**src/rtl/pipe_stage_reg.sv**
```systemverilog
// Pipeline stage register with valid/ready handshake on both sides.
// SKID=1: two-entry skid buffer (main + skid registers), registered in_ready.
// SKID=0: single-entry stage, in_ready derived combinationally from out_ready.
// out_data always comes straight from the main data register.
module pipe_stage_reg #(
    parameter int unsigned      WIDTH       = 32,
    parameter logic [WIDTH-1:0] RESET_VALUE = '0,
    parameter int unsigned      SKID        = 1
) (
    input  logic             clk,
    input  logic             rst,
    input  logic             flush,
    input  logic             in_valid,
    output logic             in_ready,
    input  logic [WIDTH-1:0] in_data,
    output logic             out_valid,
    input  logic             out_ready,
    output logic [WIDTH-1:0] out_data,
    output logic [1:0]       occ
);

    if (SKID != 0) begin : g_skid

        typedef enum logic [1:0] {
            EMPTY = 2'd0,
            ONE   = 2'd1,
            TWO   = 2'd2
        } skid_state_t;

        skid_state_t      st_q, st_d;
        logic [WIDTH-1:0] main_q, main_d;
        logic [WIDTH-1:0] skid_q, skid_d;
        logic             ready_q;
        logic             in_fire;
        logic             out_fire;

        assign in_fire  = in_valid & ready_q;
        assign out_fire = (st_q != EMPTY) & out_ready;

        // Next-state and data-register update for the skid buffer; flush overrides any transfer.
        always_comb begin
            st_d   = st_q;
            main_d = main_q;
            skid_d = skid_q;
            case (st_q)
                EMPTY: begin
                    if (in_fire) begin
                        st_d   = ONE;
                        main_d = in_data;
                    end
                end
                ONE: begin
                    if (in_fire && out_fire) begin
                        main_d = in_data;
                    end else if (in_fire) begin
                        st_d   = TWO;
                        skid_d = in_data;
                    end else if (out_fire) begin
                        st_d = EMPTY;
                    end
                end
                TWO: begin
                    if (out_fire) begin
                        st_d   = ONE;
                        main_d = skid_q;
                    end
                end
                default: begin
                    st_d = EMPTY;
                end
            endcase
            if (flush) begin
                st_d   = EMPTY;
                main_d = RESET_VALUE;
                skid_d = RESET_VALUE;
            end
        end

        // State, data and ready registers; ready is computed from the next state so it
        // stays a pure flop output while still reflecting the state held after the edge.
        always_ff @(posedge clk) begin
            if (rst) begin
                st_q    <= EMPTY;
                main_q  <= RESET_VALUE;
                skid_q  <= RESET_VALUE;
                ready_q <= 1'b1;
            end else begin
                st_q    <= st_d;
                main_q  <= main_d;
                skid_q  <= skid_d;
                ready_q <= (st_d != TWO);
            end
        end

        assign in_ready  = ready_q;
        assign out_valid = (st_q != EMPTY);
        assign out_data  = main_q;
        assign occ       = st_q;

    end else begin : g_single

        typedef enum logic {
            EMPTY = 1'b0,
            FULL  = 1'b1
        } single_state_t;

        single_state_t    st_q, st_d;
        logic [WIDTH-1:0] main_q, main_d;
        logic             valid;
        logic             ready;
        logic             in_fire;
        logic             out_fire;

        assign valid    = (st_q == FULL);
        assign ready    = ~valid | out_ready;
        assign in_fire  = in_valid & ready;
        assign out_fire = valid & out_ready;

        // Next-state for the single-entry stage; a new beat always wins over a drain.
        always_comb begin
            st_d   = st_q;
            main_d = main_q;
            if (in_fire) begin
                st_d   = FULL;
                main_d = in_data;
            end else if (out_fire) begin
                st_d = EMPTY;
            end
            if (flush) begin
                st_d   = EMPTY;
                main_d = RESET_VALUE;
            end
        end

        // State and main data register.
        always_ff @(posedge clk) begin
            if (rst) begin
                st_q   <= EMPTY;
                main_q <= RESET_VALUE;
            end else begin
                st_q   <= st_d;
                main_q <= main_d;
            end
        end

        assign in_ready  = ready;
        assign out_valid = valid;
        assign out_data  = main_q;
        assign occ       = {1'b0, valid};

    end

endmodule
```
**config.mk**
```make
export PLATFORM = sky130hd
export DESIGN_NAME = pipe_stage_reg
export DESIGN_NICKNAME = d
export VERILOG_FILES = /design/src/rtl/pipe_stage_reg.sv
export SDC_FILE = /design/constraint.sdc
export NUM_CORES = 1
export LEC_CHECK = 0
export ABC_AREA = 1
export BUFFER_PORTS_ARGS = -buffer_cell sky130_fd_sc_hd__buf_2
export CORE_UTILIZATION = 57
export CTS_CLUSTER_DIAMETER = 40
export DETAILED_ROUTE_END_ITERATION = 8
export GPL_ROUTABILITY_DRIVEN = 0
export PLACE_DENSITY_LB_ADDON = 0.05
export SLEW_MARGIN = 20
export SYNTH_ARGS = -nofsm -noshare
export SYNTH_HDL_FRONTEND = slang
export SYNTH_SLANG_ARGS = --single-unit
```
**constraint.sdc**
```tcl
create_clock -name clk -period 3.1 [get_ports clk]
set_input_delay 0.31 -clock clk [delete_from_list [all_inputs] [get_ports clk]]
set_output_delay 0.31 -clock clk [all_outputs]
set_load 0.03 [all_outputs]
```
* Yosys cells after proc, flatten, opt, wreduce, memory -nomap -nowiden
Index checks and enable logic that the tools add are counted.
** Word-level totals
- Register bits after elaboration :: 67
- Bits of input ports :: 37
- Output and inout bits :: 36
- Logic and storage cells :: 31
** Cells by class
- Equality and inequality tests :: 6
- Mux-type cells :: 11
- Bitwise logic cells :: 3
- Reductions and logical operators :: 7
** Operators with widths (count)
- $mux 32 :: 3
- $pmux 32 s3 :: 1
- $mux 2 :: 6
- $ne 2x2->1 const B :: 4
- $pmux 2 s3 :: 1
- $reduce_and 4->1 :: 1
- $reduce_and 3->1 :: 1
- $reduce_bool 3->1 :: 1
- $and 1x1->1 :: 2
- $eq 2x1->1 const B :: 1
- $eq 2x2->1 const B :: 1
- $logic_not 2->1 :: 1
- $reduce_bool 2->1 :: 1
- $reduce_or 2->1 :: 1
- $logic_and 1x1->1 :: 1
- $not 1->1 :: 1

* Logic depth before layout (Yosys ltp)
- Depth in word-level cells :: 8
- Gate-level depth with buffers :: 8
- Mapped depth without buffers :: 6

* Least setup slack after synthesis
OpenSTA, ideal clock, no wires.
- Kind :: register to output
- Start :: reg g_skid.st_q[1], in the netlist occ[1]
- End :: out out_valid
- Arrival :: 1.274 ns
- Setup slack :: 1.516 ns
- Cell stages (with the launch flop) :: 5
- Cells stage by stage :: dfxtp_1 buf_4 clkbuf_1 nor2_1 inv_1
** Between the ends
- Word-level cells in the longest chain between the ends :: 1
** Ends and longest elaborated chain
- start: declaration :: RTL line 30 : skid_state_t st_q, st_d;
- start signal: assignment :: RTL line 88 : st_q <= st_d;
- $reduce_bool 2->1 :: RTL line 96 : assign out_valid = (st_q != EMPTY);
- end: declaration :: RTL line 16 : output logic out_valid,
Every way passes these cells.

* Final worst setup path
- Start :: reg g_skid.st_q[1], in the netlist occ[1]
- End :: reg g_skid.skid_q[20]
** Between the ends
- Word-level cells in the longest chain between the ends :: 5
- Elaborated cells between the ends (all ways) :: 6
- Those cells by class :: eq/ne: 1; bitwise: 2; reduce/logical: 3
** Ends and longest elaborated chain
- $reduce_bool 2->1 :: RTL line 38 : assign out_fire = (st_q != EMPTY) & out_ready;
- $and 1x1->1 :: RTL line 38
- $logic_and 1x1->1 :: RTL line 53 : if (in_fire && out_fire) begin
- $not 1->1 (no source line)
- $reduce_and 3->1 (no source line) (*)
- end signal: assignment :: RTL line 90 : skid_q <= skid_d;
- end: declaration :: RTL line 32 : logic [WIDTH-1:0] skid_q, skid_d;
Mark *: on every way between the ends. The rest lies on a longest branch, timed or not.
A chain may end at the register's enable or synchronous reset.

==> results.yml <==
status:
  status: "complete, no violations"
worst_setup_path:
  cpPeakStageDelay_ns: 0.71
  path_class: "reg2reg"
  arrival_ns: 2.25
  path_cells: "buf_4, nor2_2, nand2_1, buf_4, nand2_1, a21oi_1"
  start_kind: "flop"
  critPathMaxFanout: 28
  end_kind: "flop"
  cp_slowest_cell: "dfxtp_1"
  critical_path_buf_inv_count: 2
  cp_top_family: "buffers and inverters"
  required_ns: 3.34
clock_tree:
  hold_buffers: 0
  cts_setup_buffers: 0
  ctsResizeCount: 0
  clock_latency_ns: 0.33
  cts_sinks: 67
  cts_root_buffer: "clkbuf_8"
  h-tree-depth: 3
  ctsLongestPathBuffers: 2
  cts_made_buffers: 9
  path_clk_slew_ns: 0.07
  cts_tree: "yes"
finish:
  finalNonFillerCells: 607
  drive_above_1_share_pct: 18.1
  area_delta_synth_final_pct: 16.8
  diodes: 0
  final_nets: 569
  post-route-util_pct: 69.5
global_routing:
  grt_max_degree: 65
  grt_pass1_wl_mm: 11.5
  overflow: 0
  antenna_found_initial: 0
  first_global_vias: 2556
  grt_use_total_pct: 26.6
synthesis:
  ys_warn_count: 0
  ys_types: 16
  synth_nets: 510
  synth_area_leaders: "dfxtp_1, nand2_1, nand3_1"
  yosysSeqAreaShare_pct: 43.9
  ys_seq_elements: 67
  netlist_instances: 473
  yosysTopAreaCell: "dfxtp_1"
  avgSynthCellArea_um2: 6.46
  yosysTopAreaCellShare_pct: 43.9
  synth_area_um2: 3060
timing:
  max_freq_ghz: 0.499
  slew-limit-headroom_pct: 32.3
  skew_ns: 0.00454
  finalHoldViolCount: 0
  final_max_slew_viol_count: 0
  worst_pin_slew_ns: 1.02
  fin_hold_ws_ns: 0.262
  rsz0062_at_grt: "false"
  fin_crit_sh_pct: 64.6
  tns_ns: 0
  period_needed_ns: 2.00
  final-setup-viol-count: 0
min_path:
  hold_path_class: "in2reg"
placement:
  hpwl_mm: 4.23
  dp_cells: 591
  io_buffers: 72
power_and_ir_drop:
  max-vdd-ir-drop_uv: 285
  p_total_mw: 1.78
  p_leak_nw: 1.72
  power_density_nw_per_um2: 499
floorplan:
  design.core.area_um2: 5140
  row_count: 26
  die_h_um: 75.2
  boundaryPins: 73
  die_width_um: 75.2
  initial_core_util_pct: 59.5
  die-area_um2: 5660
drt:
  wl_mm: 6.99
  wl_per_cell_um: 11.5
  vias_per_cell: 4.92
  drc: 0
  dr_total_vias: 2986
  dr.pass1.iters: 5
  drtIter0Drc: 196
  ant_nets: 0
job:
  max_cap_viol_count: 0
-- worst register-to-register path, delay by kind of cell (launching register included) --
family / cells / cell delay (ns)
compound gates: 1 / 0.14
flops: 1 / 0.71
buf+inv: 2 / 0.73
simple gates: 3 / 0.34
-- final cells by class --
class	instances	area [um^2]
clock inverter	2	10.0
sequential	67	1340
clock buffer	14	163
tap	70	87.6
inverter	38	143
timing repair buffer	79	413
fill	488	1570
multi-input combinational	337	1420
-- final timing paths --
kind                                         from                 to  slack (ns)  cells past startpoint
worst max register to register             occ[1]  g_skid.skid_q[20]        1.10                      6
worst min register to register  g_skid.skid_q[16]  g_skid.skid_q[16]        0.46                      2
worst min-delay path                  in_data[29]  g_skid.skid_q[29]        0.26                      3
worst max-delay path                       occ[1]  g_skid.skid_q[20]        1.10                      6
-- synthesized netlist by cell type, drive strengths merged --
master,instances
nand2,167
nor2,69
dfxtp,67
nand3,65
inv,38
a21oi,33
buf,19
clkbuf,12
nand4,1
o21a,1
o21ai,1
-- state kept, by name, indices dropped and copies added (netlist names) --
signal / flops
g_skid.skid_q: 32
in_ready: 1
occ: 2
out_data: 32
-- per-layer routing --
metal	wire, um	GRT usage [%]
met2	3200	42.6
met3	424	4.42
met4	82	10.9
met5	0	0
met1	3290	35.8
-- power by group --
group | switching, mW | internal, mW
clock network | 0.316 | 0.333
registers | 0.0121 | 0.883
logic | 0.164 | 0.0740
total | 0.491 | 1.29
-- through the flow --
stage                     setup slack (ns)  area [um^2]
after floorplan                       1.52         3060
after global placement                1.19         3400
after detailed placement              1.12         3400
after CTS                             1.09         3570
after global routing                 0.873         3570
final                                 1.10         3570
-- cells by family after synthesis --
| family | after synthesis | synth area share (%) |
|---|---|---|
| flops | 67 | 43.9 |
| compound gates | 35 | 5.81 |
| buf+inv | 69 | 9.94 |
| simple gates | 302 | 40.4 |
-- placed cells by master (no fill, tap or decap), drive strengths merged --
| cell | n |
|---|---|
| o21a | 1 |
| inv | 38 |
| clkbuf | 14 |
| nand4 | 1 |
| a21oi | 33 |
| nand3 | 65 |
| nand2 | 167 |
| clkinv | 2 |
| nor2 | 69 |
| dfxtp | 67 |
| buf | 79 |
| o21ai | 1 |
Power figures use the tool's default switching activity.
